--- src/rtl/gray_decoder.sv ---
// gray_decoder: samples a Gray-coded count, converts it to binary and
// checks that successive samples form a legal Gray sequence.
// Counts forward wraps (MAX -> 0) and latches a sticky fault on any
// illegal transition.
//
// Optional feature: define GRAY_DECODER_BIDIR_EN to accept backward
// motion (d == p-1, and reverse wrap 0 -> MAX which decrements WrapCnt).
// Without it, backward motion is treated as an illegal transition.
//
// DbgState exposes the FSM state (0 IDLE, 1 TRACK, 2 FAULT).
module gray_decoder #(
    parameter int WIDTH = 3,
    parameter int CNT_W = 8
) (
    input  logic             Clk,
    input  logic             Reset,
    input  logic             En,
    input  logic [WIDTH-1:0] Gray,
    output logic [WIDTH-1:0] Binary,
    output logic             Valid,
    output logic [CNT_W-1:0] WrapCnt,
    output logic             Overflow,
    output logic             Error,
    output logic [1:0]       DbgState
);

    typedef enum logic [1:0] {
        IDLE  = 2'd0,
        TRACK = 2'd1,
        FAULT = 2'd2
    } state_t;

    localparam logic [WIDTH-1:0] MAX_V   = '1;
    localparam logic [WIDTH-1:0] ZERO_V  = '0;
    localparam logic [WIDTH-1:0] ONE_V   = {{(WIDTH-1){1'b0}}, 1'b1};
    localparam logic [CNT_W-1:0] CNT_ONE = {{(CNT_W-1){1'b0}}, 1'b1};

    state_t           state_q, state_d;
    logic [WIDTH-1:0] bin_q, bin_d;
    logic [CNT_W-1:0] wrap_q, wrap_d;
    logic             ovf_q, ovf_d;
    logic             err_q, err_d;

    logic [WIDTH-1:0] dec;
    logic [WIDTH-1:0] p_inc;
`ifdef GRAY_DECODER_BIDIR_EN
    logic [WIDTH-1:0] p_dec;
`endif

    // Gray-to-binary decode: each binary bit is the XOR of all Gray bits at or above it.
    always_comb begin
        dec = '0;
        dec[WIDTH-1] = Gray[WIDTH-1];
        for (int i = WIDTH - 2; i >= 0; i--) begin
            dec[i] = dec[i+1] ^ Gray[i];
        end
    end

    assign p_inc = bin_q + ONE_V;
`ifdef GRAY_DECODER_BIDIR_EN
    assign p_dec = bin_q - ONE_V;
`endif

    // Next-state and datapath update: classify the decoded sample against the held value.
    always_comb begin
        state_d = state_q;
        bin_d   = bin_q;
        wrap_d  = wrap_q;
        ovf_d   = ovf_q;
        err_d   = err_q;
        case (state_q)
            IDLE: begin
                // First sample after reset is accepted without a check.
                if (En) begin
                    bin_d   = dec;
                    state_d = TRACK;
                end
            end
            TRACK: begin
                if (En) begin
                    if (dec == bin_q) begin
                        // Stall: legal, nothing changes.
                    end else if (bin_q != MAX_V && dec == p_inc) begin
                        bin_d = dec;
                    end else if (bin_q == MAX_V && dec == ZERO_V) begin
                        bin_d  = ZERO_V;
                        wrap_d = wrap_q + CNT_ONE;
                        ovf_d  = 1'b1;
`ifdef GRAY_DECODER_BIDIR_EN
                    end else if (bin_q != ZERO_V && dec == p_dec) begin
                        bin_d = dec;
                    end else if (bin_q == ZERO_V && dec == MAX_V) begin
                        bin_d  = MAX_V;
                        wrap_d = wrap_q - CNT_ONE;
`endif
                    end else begin
                        // Illegal value is not loaded; the last good value is kept.
                        state_d = FAULT;
                        err_d   = 1'b1;
                    end
                end
            end
            FAULT: begin
                // Absorbing: everything frozen until Reset.
            end
            default: begin
                state_d = IDLE;
            end
        endcase
    end

    // State and output registers; Reset wins over En from any state.
    always_ff @(posedge Clk) begin
        if (Reset) begin
            state_q <= IDLE;
            bin_q   <= '0;
            wrap_q  <= '0;
            ovf_q   <= 1'b0;
            err_q   <= 1'b0;
        end else begin
            state_q <= state_d;
            bin_q   <= bin_d;
            wrap_q  <= wrap_d;
            ovf_q   <= ovf_d;
            err_q   <= err_d;
        end
    end

    assign Binary   = bin_q;
    assign Valid    = (state_q == TRACK);
    assign WrapCnt  = wrap_q;
    assign Overflow = ovf_q;
    assign Error    = err_q;
    assign DbgState = state_q;

endmodule
--- config.mk ---
export PLATFORM = sky130hd
export DESIGN_NAME = gray_decoder
export DESIGN_NICKNAME = d
export VERILOG_FILES = /design/src/rtl/gray_decoder.sv
export SDC_FILE = /design/constraint.sdc
export NUM_CORES = 1
export LEC_CHECK = 0
export CORE_MARGIN = 3
export CORE_UTILIZATION = 46
export DETAILED_ROUTE_END_ITERATION = 10
export GPL_TIMING_DRIVEN = 0
export MAX_ROUTING_LAYER = met4
export PLACE_DENSITY = 0.77
export SLEW_MARGIN = 20
export SYNTH_ARGS = -nofsm -noshare
export SYNTH_HDL_FRONTEND = slang
export SYNTH_SLANG_ARGS = --single-unit
--- constraint.sdc ---
create_clock -name Clk -period 2.7 [get_ports Clk]
set_clock_uncertainty 0.05 [all_clocks]
set_input_delay 0.54 -clock Clk [delete_from_list [all_inputs] [get_ports Clk]]
set_output_delay 0.54 -clock Clk [all_outputs]
set_load 0.02 [all_outputs]
==> summary.txt, run 1 <==
STA
  • Final Hold Fails: 0
  • Tmin final: 2.49 ns
  • Least-Margin Pin Slew: 0.441 ns
  • Slew Viols, Final: 0
  • Post-route clock period utilization: 0.922
  • Endpoints failing setup: 0
  • RSZ-0062 raised after global routing: false
  • Highest Clock Rate: 0.402 GHz
  • Max_slew headroom: 0.706

Detailed routing
  • Drt wl/cell: 12.5 um
  • Detailed Routing Iterations Pass 1: 4
  • DRC violations left: 0
  • Post-DRT Antenna Nets: 0
  • DRT Wirelength: 1.59 mm
  • Post-DR vias/cell: roughly 5.4
  • DR vias: 689
  • Initial DRC count: 9

Cells and area
  • Fillers: 126
  • Final nets: between 100 and 150
  • Share of cells above drive strength 1: 0.0811
  • Layout Cells excl Fill: approximately 130
  • Layout area overhead: 30.6%
  • N_diodes: 0
  • Final Util: 0.667

Worst setup path
  • CP top delay family: simple AND/OR/NAND/NOR gates
  • RR Startpoint: Binary[0]
  • Crit end category: register
  • Worst-path cell chain: dlygate4sd2_1 > xor2_1 > inv_1 > ha_1 > xor2_1 > and4b_1 > nand2b_4 > or4_4 > a21oi_2
  • WP data arrival: about 2.7 ns
  • WP buf/inv: 2
  • Crit path max fanout: 4
  • Critical Path Start: Gray[1]
  • Crit path kind: in2reg
  • R2r setup slk: between 0.5 and 0.6 ns
  • Required @ worst endpoint: 2.86 ns
  • Slowest CP cell: or4_4
  • Critical Path Start Type: primary input
  • Largest stage delay, worst path: 0.56 ns
  • CP most frequent cell: xor2_1

Worst hold path
  • Hold Crit Start: Error
  • HP Class: reg2reg

Synth
  • Syn nets: 97
  • Seq/Total Area, Yosys: 0.373
  • Post-synthesis cell count: 87
  • Avg Inst Size Synth: 9.26 um2
  • Cell Area, Synth: 806 um2
  • Post-synthesis register bit count: 15
  • Synth cell types: 33
  • Ys Warns: 0

Floorplan
  • Die ar.: 2290 um2
  • Die H: 47.9 um
  • Initial Utilization: 0.511
  • Top Ports: 22
  • Core box area: 1580 um2
  • Floorplan row count: 14
  • Die W: 47.9 um

Placement
  • Placer Congestion: 0.818
  • Cells after DPL: 123
  • Post-DP HPWL: 1.23 mm
  • IO buf count: 20

CTS
  • Clock buffer depth: 2
  • Post-CTS setup buffer count: 0
  • Post-CTS resize count: 2
  • TritonCTS Buffers: 3
  • H-tree Lvls: 1
  • Clock transition at the registers of the reported paths: 0.09 ns
  • Clk sink count: 15
  • Worst skew pair latency: 0.27 ns
  • Root buf cell: clkbuf_4
  • Hold_buf cts: 0
  • CTS tree: yes

Power and ir drop
  • Total Power: roughly 480 uW
  • PwrDens: 458 nW/um2
  • Leakage: 0.411 nW
  • VDD IR max: between 0.2 and 0.3 mV

Status
  • Status: completed

Global routing
  • Total track usage: 0.163
  • Congestion Overflow GR: 0
  • Number of global-route vias before repair: 658
  • Pin count of the biggest net entering global routing: 11
  • Initial antenna violation count: 0
  • Global-route wire length before repair: 2.58 mm

Flow run
  • Maxcap violations: 0
## flip-flops by register name, indices dropped and copies added, names as in the netlist
| name | count |
|---|---|
| Error | 1 |
| WrapCnt | 8 |
| Binary | 3 |
| Overflow | 1 |
| DbgState | 2 |
## power breakdown
part / internal (mW) / switching [mW]
Combinational: 0.0603 / 0.0557
Sequential: 0.230 / 0.0113
Clock: 0.0571 / 0.0673
Total: 0.348 / 0.134
## logic make-up (layout without fill, tap and decap cells)
group	Yosys count	count (layout)	share of synthesized area
simple gates	30	30	0.230
compound gates	20	20	0.171
flops	15	15	0.373
buf+inv	9	33	0.0466
xor+xnor	7	7	0.0932
fa+ha+maj	4	4	0.0621
mux	2	2	0.0248
## synthesized netlist by cell type (all sizes together)
cell	count	area [um2]
dfxtp	15	300
a21oi	8	47.6
nor2	7	26.3
inv	6	22.5
ha	4	50.1
o21ai	4	20.0
xor2	4	35.0
a32o	3	30.0
nand2	3	11.3
nand2b	3	26.3
nand3	3	15.0
or4	3	26.3
clkbuf	2	7.51
mux2i	2	20.0
nor3b	2	15.0
o31ai	2	15.0
or3	2	12.5
xnor2	2	17.5
a2111oi	1	8.76
a211o	1	8.76
and2	1	6.26
and3	1	6.26
and3b	1	8.76
and4b	1	10.0
buf	1	7.51
nor2b	1	6.26
nor3	1	5.00
o211ai	1	7.51
or4b	1	10.0
xnor3	1	22.5
## area by class of cell
type	instances	area, um2	share of cell area
tap	16	20.0	0.0190
sequential	15	300	0.285
timing repair buffer	20	199	0.189
inverter	6	22.5	0.0214
buffer	3	16.3	0.0155
multi-input combinational	63	468	0.445
clock buffer	4	26.3	0.0250
## cells in the final DEF, fill, tap and decap left out, types with 2 or more instances in the layout
cell type	n
nand3_1	3
a21oi_1	6
ha_1	4
clkdlybuf4s50_1	19
nor3b_1	2
nand2b_1	2
a32o_1	3
or4_1	2
xnor2_1	2
mux2i_1	2
dfxtp_1	15
o31ai_1	2
xor2_1	4
a21oi_2	2
nor2_1	7
inv_1	6
clkbuf_1	2
nand2_1	3
o21ai_1	4
or3_1	2
clkbuf_4	3
## final timing paths
kind / endpoint / cells past startpoint
hold / removal: Error / 2
setup / recovery: DbgState[1] / 9
hold reg to reg: Error / 2
setup reg to reg: DbgState[1] / 7
## layer usage
metal | track usage | routed length [um]
met1 | 0.179 | 699
met2 | 0.290 | 827
met3 | 0.0226 | 48
met4 | 0.0645 | 12
met5 | - | 0
## worst min-delay path, delay by kind of cell, from the launching register on
family	cells	cell delay (ns)
flip-flops	1	0.32
buffers and inverters	1	0.06
AO/OA/AOI/OAI	1	0.04
## metrics by stage
step	hold WS [ns]	setup slack (ns)	TNS [ns]	cell area [um2]
6_report	0.405	0.211	0	1050
5_1_grt	0.416	0.0797	0	1050
4_1_cts	0.407	0.216	0	1050
3_5_place_dp	0.392	-0.344	-3.86	1030
3_3_place_gp	0.386	-0.296	-3.27	1030
2_1_floorplan	0.472	0.210	0	806
Power figures use the tool's default switching activity.
==> run 2: changes to the inputs <==
- PLACE_DENSITY: 0.77 -> 0.83
==> run 2 against run 1 <==
Compared with the run above:
- core utilization stayed put
- power is 0.30% higher
- first-iteration DRC count is 78% lower
- sequential cell count stayed put
- sequential power hardly changed
- non-clock buffer count stayed put
- via count is 1.5% higher
- die area stayed put
- critical endpoint is now Error
==> summary.txt, run 2 (same netlist as run 1, synthesis figures left out) <==
STA
  • Endpoints failing setup: 0 (unchanged)
  • Setup_tns: 0 ns (unchanged)
  • Post-route clock period utilization: 0.905 (-0.0169)
  • Highest Clock Rate: 0.409 GHz (+1.9%)
  • Final Hold Fails: 0 (unchanged)
  • Tmin final: 2.44 ns (-0.0457 ns)
  • Max_slew headroom: 0.702 (-0.00407)
  • Least-Margin Pin Slew: 0.447 ns (+0.00610 ns)
  • RSZ-0062 raised after global routing: false
  • Slew Viols, Final: 0 (unchanged)

Cells and area
  • Final nets: 122 (unchanged)
  • Area of the multi-input gates: 468 um2 (unchanged)
  • Fillers: 154 (+22%)
  • Final Util: 0.667 (unchanged)
  • N_diodes: 0 (unchanged)
  • Layout area overhead: 30.6% (unchanged)
  • Max reg flops: 8 (unchanged)
  • Commonest cells after routing, fill and taps aside: 19 x clkdlybuf4s50_1, 15 x dfxtp_1, 7 x nor2_1, 6 x inv_1, 6 x a21oi_1
  • Most common cell after layout, fill and taps aside: clkdlybuf4s50_1
  • FF+latch area: 300 um2 (unchanged)
  • Share of cells above drive strength 1: 0.0811 (unchanged)

Worst setup path
  • WP buf/inv: 2 (unchanged)
  • CP endpoint: Error
  • WP data arrival: 2.61 ns (-0.04 ns)
  • CP top delay family: simple AND/OR/NAND/NOR gates
  • Crit path kind: in2reg
  • Largest stage delay, worst path: 0.55 ns (about the same)
  • RR Startpoint: Binary[1]
  • Slowest CP cell: or4_4
  • Crit end category: register
  • WP depth: 9 (unchanged)
  • Worst Reg-to-Reg Cells: 8 (+1)
  • Worst-path cell chain: dlygate4sd2_1 > xor2_1 > inv_1 > ha_1 > xor2_1 > and4b_1 > nand2b_4 > or4_4 > a21oi_2
  • CP most frequent cell: xor2_1
  • Critical Path Start: Gray[1]
  • Worst r2r dst: WrapCnt[4]
  • Critical Path Start Type: primary input
  • R2r setup slk: 0.56 ns (about the same)
  • Crit path max fanout: 4 (unchanged)
  • Required @ worst endpoint: 2.87 ns (about the same)

Placement
  • IO buf count: 20 (unchanged)
  • Placer Congestion: 0.771 (-5.7%)
  • Post-DP HPWL: 1.28 mm (+4.0%)

Power and ir drop
  • VDD IR max: 0.307 mV (+16%)
  • PwrDens: 460 nW/um2 (+0.30%)
  • Leakage: 0.411 nW (unchanged)
  • Total Power: 484 uW (+0.30%)

CTS
  • Clock transition at the registers of the reported paths: 0.09 ns (about the same)
  • Root buf cell: clkbuf_4
  • Clk sink count: 15 (unchanged)
  • TritonCTS Buffers: 3 (unchanged)
  • Clock buffer depth: 2 (unchanged)
  • CTS tree: yes
  • Hold_buf cts: 0 (unchanged)
  • Worst skew pair latency: 0.27 ns (about the same)
  • H-tree Lvls: 1 (unchanged)
  • Post-CTS setup buffer count: 0 (unchanged)

Floorplan
  • Die ar.: 2290 um2 (unchanged)
  • Die H: 47.9 um (unchanged)
  • Initial Utilization: 0.511 (unchanged)
  • Top Ports: 22 (unchanged)
  • Die W: 47.9 um (unchanged)
  • Floorplan row count: 14 (unchanged)
  • Core box area: 1580 um2 (unchanged)

Detailed routing
  • Initial DRC count: 2 (-7)
  • DRC violations left: 0 (unchanged)
  • Drt wl/cell: 13.0 um (+4.3%)
  • DRT Wirelength: 1.66 mm (+4.3%)
  • DR vias: 699 (+1.5%)
  • Post-DR vias/cell: 5.50 (+1.5%)
  • Detailed Routing Iterations Pass 1: 3 (-1)
  • Post-DRT Antenna Nets: 0 (unchanged)

Global routing
  • Pin count of the biggest net entering global routing: 11 (unchanged)
  • Number of global-route vias before repair: 678 (+3.0%)
  • Congestion Overflow GR: 0 (unchanged)
  • Global-route wire length before repair: 2.96 mm (+15%)
  • Total track usage: 0.188 (+0.0254)
  • Initial antenna violation count: 0 (unchanged)

Worst hold path
  • HP Class: reg2reg

Flow run
  • Maxcap violations: 0 (unchanged)

Status
  • Status: completed
run 2: area by class of cell:
cell class,count,share of cell area
Timing Repair Buffer,20,0.189
Inverter,6,0.0214
Buffer,3,0.0155
Multi-Input combinational cell,63,0.445
Sequential cell,15,0.285
Clock buffer,4,0.0250
Tap cell,16,0.0190
run 2: routing by layer:
metal	vias to the layer above	part of all wire	global-route usage
li1	364	-	-
met1	322	0.45	0.227
met2	11	0.52	0.303
met3	2	0.026	0.0338
met4	0	0.0079	0.0806
met5	-	0	-
run 2: power by group:
group	switching [mW]	internal (mW)
combinational	0.0549	0.0604
clock	0.0688	0.0572
sequential	0.0118	0.230
total	0.136	0.348
run 2: worst min-delay path by stage:
| stage | from | end | slack, ns | cells after the start |
|---|---|---|---|---|
| 2_1_floorplan | Overflow | Overflow | 0.47 | 2 |
| 3_3_place_gp | Overflow | Overflow | 0.39 | 2 |
| 3_5_place_dp | Overflow | Overflow | 0.39 | 2 |
| 4_1_cts | Overflow | Overflow | 0.40 | 2 |
| 5_1_grt | Overflow | Overflow | 0.44 | 2 |
| 6_report | Overflow | Overflow | 0.40 | 2 |
run 2: per-stage QoR:
step / hold slack, ns / cell area [um2] / worst slack [ns] / std cells
2_1_floorplan: 0.472 / 806 / 0.210 / 87
3_3_place_gp: 0.386 / 1030 / -0.293 / 123
3_5_place_dp: 0.390 / 1030 / -0.301 / 123
4_1_cts: 0.403 / 1050 / 0.261 / 127
5_1_grt: 0.441 / 1050 / 0.0451 / 127
6_report: 0.402 / 1050 / 0.256 / 127
run 2: worst min-delay path: stages, from the launching register on:
cell     delay [ns]
dfxtp_1        0.32
inv_1          0.04
a21oi_1        0.05
run 2: timing repair:
item / in CTS / in global routing
endpoints found under the hold margin: 0 / 0
endpoints found under the setup margin: 3 / 0
resized for setup: 2 / 0
==> run 3: changes to the inputs <==
- CORE_UTILIZATION: 46 -> 25
- PLACE_DENSITY: 0.83 -> 0.53
==> run 3 against run 2 <==
Compared with the run above:
- wire length up 2.7%
- clock power up 6%
- clock-buffer cell count down 1
- register-to-register slack worse by 0.05 ns
- critical endpoint unchanged
==> summary.txt, run 3 (same netlist as run 1, synthesis figures left out) <==
Cells and area
  • Fin area: 1100 um2 (+4.8%)
  • Commonest cells after routing, fill and taps aside: 19 x clkdlybuf4s50_1, 15 x dfxtp_1, 7 x nor2_1, 6 x inv_1, 6 x a21oi_1
  • Layout area overhead: 36.8%
  • Max reg flops: 8 (unchanged)
  • N_diodes: 0 (unchanged)
  • Most common cell after layout, fill and taps aside: clkdlybuf4s50_1
  • Share of cells above drive strength 1: 0.108 (+0.0270)
  • Final nets: 122 (unchanged)

Detailed routing
  • Initial DRC count: 55 (+53)
  • Post-DR vias/cell: 4.58 (-17%)
  • DRT Wirelength: 1.70 mm (+2.7%)
  • DR vias: 701 (+0.29%)
  • DRC violations left: 0 (unchanged)
  • Drt wl/cell: 11.1 um (-15%)
  • Post-DRT Antenna Nets: 0 (unchanged)
  • Detailed Routing Iterations Pass 1: 4 (+1)

Power and ir drop
  • Total Power: 495 uW (+2.3%)
  • Sw Pwr: 147 uW (+8.3%)
  • Clock Power Share: 0.270 (+0.009)
  • Comb power frac: 0.239 (about the same)
  • PwrDens: 449 nW/um2 (-2.3%)
  • VDD IR max: 0.270 mV (-12%)
  • Leakage: 0.424 nW (+3.2%)
  • Switching share of power: 0.297 (+0.0162)
  • Reg power frac: 0.491 (-0.010)
  • P_int: 348 uW (about the same)

STA
  • Highest Clock Rate: 0.417 GHz (+1.9%)
  • Tmin final: 2.40 ns (-0.0459 ns)
  • RSZ-0062 raised after global routing: false
  • Max_slew headroom: 0.690 (-0.0117)
  • Post-route clock period utilization: 0.888 (-0.0170)
  • Setup_tns: 0 ns (unchanged)
  • Slew Viols, Final: 0 (unchanged)
  • Least-Margin Pin Slew: 0.464 ns (+0.0176 ns)
  • Endpoints failing setup: 0 (unchanged)
  • Fin worst setup slack: 0.302 ns (+0.0459 ns)
  • Final Hold Fails: 0 (unchanged)

Floorplan
  • Core box area: 2900 um2 (+84%)
  • Die H: 62.8 um (+31%)
  • Die W: 62.8 um (+31%)
  • Initial Utilization: 0.278 (-0.233)
  • Top Ports: 22 (unchanged)
  • Floorplan row count: 19 (+5)
  • Die ar.: 3940 um2 (+72%)

Worst setup path
  • Required @ worst endpoint: 2.88 ns (about the same)
  • Crit path kind: in2reg
  • WP data arrival: 2.58 ns (-0.03 ns)
  • Crit end category: register
  • Critical Path Start Type: primary input
  • Crit path max fanout: 4 (unchanged)
  • Worst r2r dst: WrapCnt[6]
  • Worst Reg-to-Reg Cells: 8 (unchanged)
  • RR Startpoint: Binary[0]
  • R2r setup slk: 0.51 ns (-0.05 ns)

CTS
  • Clk sink count: 15 (unchanged)
  • Root buf cell: clkbuf_4
  • CTS tree: yes
  • Worst skew pair latency: 0.29 ns (+0.02 ns)
  • Clock buffer depth: 2 (unchanged)
  • Clock transition at the registers of the reported paths: 0.10 ns (about the same)
  • H-tree Lvls: 1 (unchanged)
  • TritonCTS Buffers: 3 (unchanged)
  • Hold_buf cts: 0 (unchanged)

Worst hold path
  • Hold Crit Start: Overflow
  • Hold path depth: 2 (unchanged)
  • Hold Path End: Overflow
  • HP Class: reg2reg

Placement
  • Placer Congestion: 0.730 (-5.2%)
  • Post-DP HPWL: 1.30 mm (+1.1%)
  • Placed cell area: 1060 um2 (+3.2%)
  • Post-Place Worst Slack: -0.295 ns (+0.00568 ns)
  • IO buf count: 20 (unchanged)

Global routing
  • M3 GR Usage: 0.0342 (+0.000338)
  • Total track usage: 0.0948 (-0.0935)
  • Number of global-route vias before repair: 672 (-0.88%)
  • Pin count of the biggest net entering global routing: 11 (unchanged)
  • Busiest grt layer: met2
  • Congestion Overflow GR: 0 (unchanged)
  • Grt met2 use: 0.145 (-0.158)
  • Met1 Track Usage GR: 0.121 (-0.106)
  • Global-route wire length before repair: 3.02 mm (+1.9%)
  • Initial antenna violation count: 0 (unchanged)

Flow run
  • Maxcap violations: 0 (unchanged)

Status
  • Status: completed
## run 3: cell count changes in the layout (fill, tap and decap cells not counted), sizes merged
cell / delta
clkinv: +1
dlygate4sd2: -1
clkbuf: -1
dlymetal6s2s: +1
## run 3: how the worst max path moves through the flow
stage                 start          to
global route        Gray[0]       Error
CTS                 Gray[1]       Error
floorplan           Gray[2]       Error
detailed placement  Gray[1]  WrapCnt[6]
finish              Gray[0]       Error
global placement    Gray[1]  WrapCnt[6]
## run 3: per-stage QoR
| stage | utilization | hold slack, ns | cells |
|---|---|---|---|
| after floorplan | - | 0.472 | 87 |
| after global placement | 0.365 | 0.389 | 149 |
| after detailed placement | 0.365 | 0.396 | 149 |
| after CTS | 0.375 | 0.411 | 153 |
| after global routing | 0.380 | 0.438 | 153 |
| final | 0.380 | 0.405 | 153 |
## run 3: worst max-delay path, stage by stage
cell,delay [ns]
clkdlybuf4s50_1,0.45
inv_1,0.04
ha_1,0.33
xor2_2,0.17
and4b_1,0.21
nand2b_4,0.14
or4_4,0.55
a21oi_2,0.14
## run 3: power groups by stage
| stage | Clock [mW] | Sequential [mW] | Combinational [mW] |
|---|---|---|---|
| floorplan | 0 | 0.257 | 0.0653 |
| global placement | 0 | 0.247 | 0.116 |
| detailed placement | 0 | 0.247 | 0.116 |
| CTS | 0.140 | 0.242 | 0.117 |
| global route | 0.148 | 0.245 | 0.132 |
| finish | 0.134 | 0.243 | 0.118 |
## run 3: area by class of cell
| cell class | count | area, um2 |
|---|---|---|
| Fill cell | 325 | 1800 |
| Multi-Input combinational cell | 63 | 480 |
| Sequential cell | 15 | 300 |
| Timing Repair Buffer | 20 | 203 |
| Tap cell | 42 | 52.6 |
| Clock buffer | 3 | 22.5 |
| Inverter | 6 | 22.5 |
| Buffer | 3 | 16.3 |
| Clock inverter | 1 | 5.00 |
## run 3: layer usage
layer / share of wire / vias up
met1: 0.49 / 318
li1: - / 363
met3: 0.045 / 2
met2: 0.46 / 18
met4: 0.0053 / 0
met5: 0 / -
## run 3: timing repair
item | CTS | global route
resized for setup | 1 | 3
setup buffers | 0 | 0
pin swaps | 0 | 1
endpoints found under the setup margin | 2 | 12
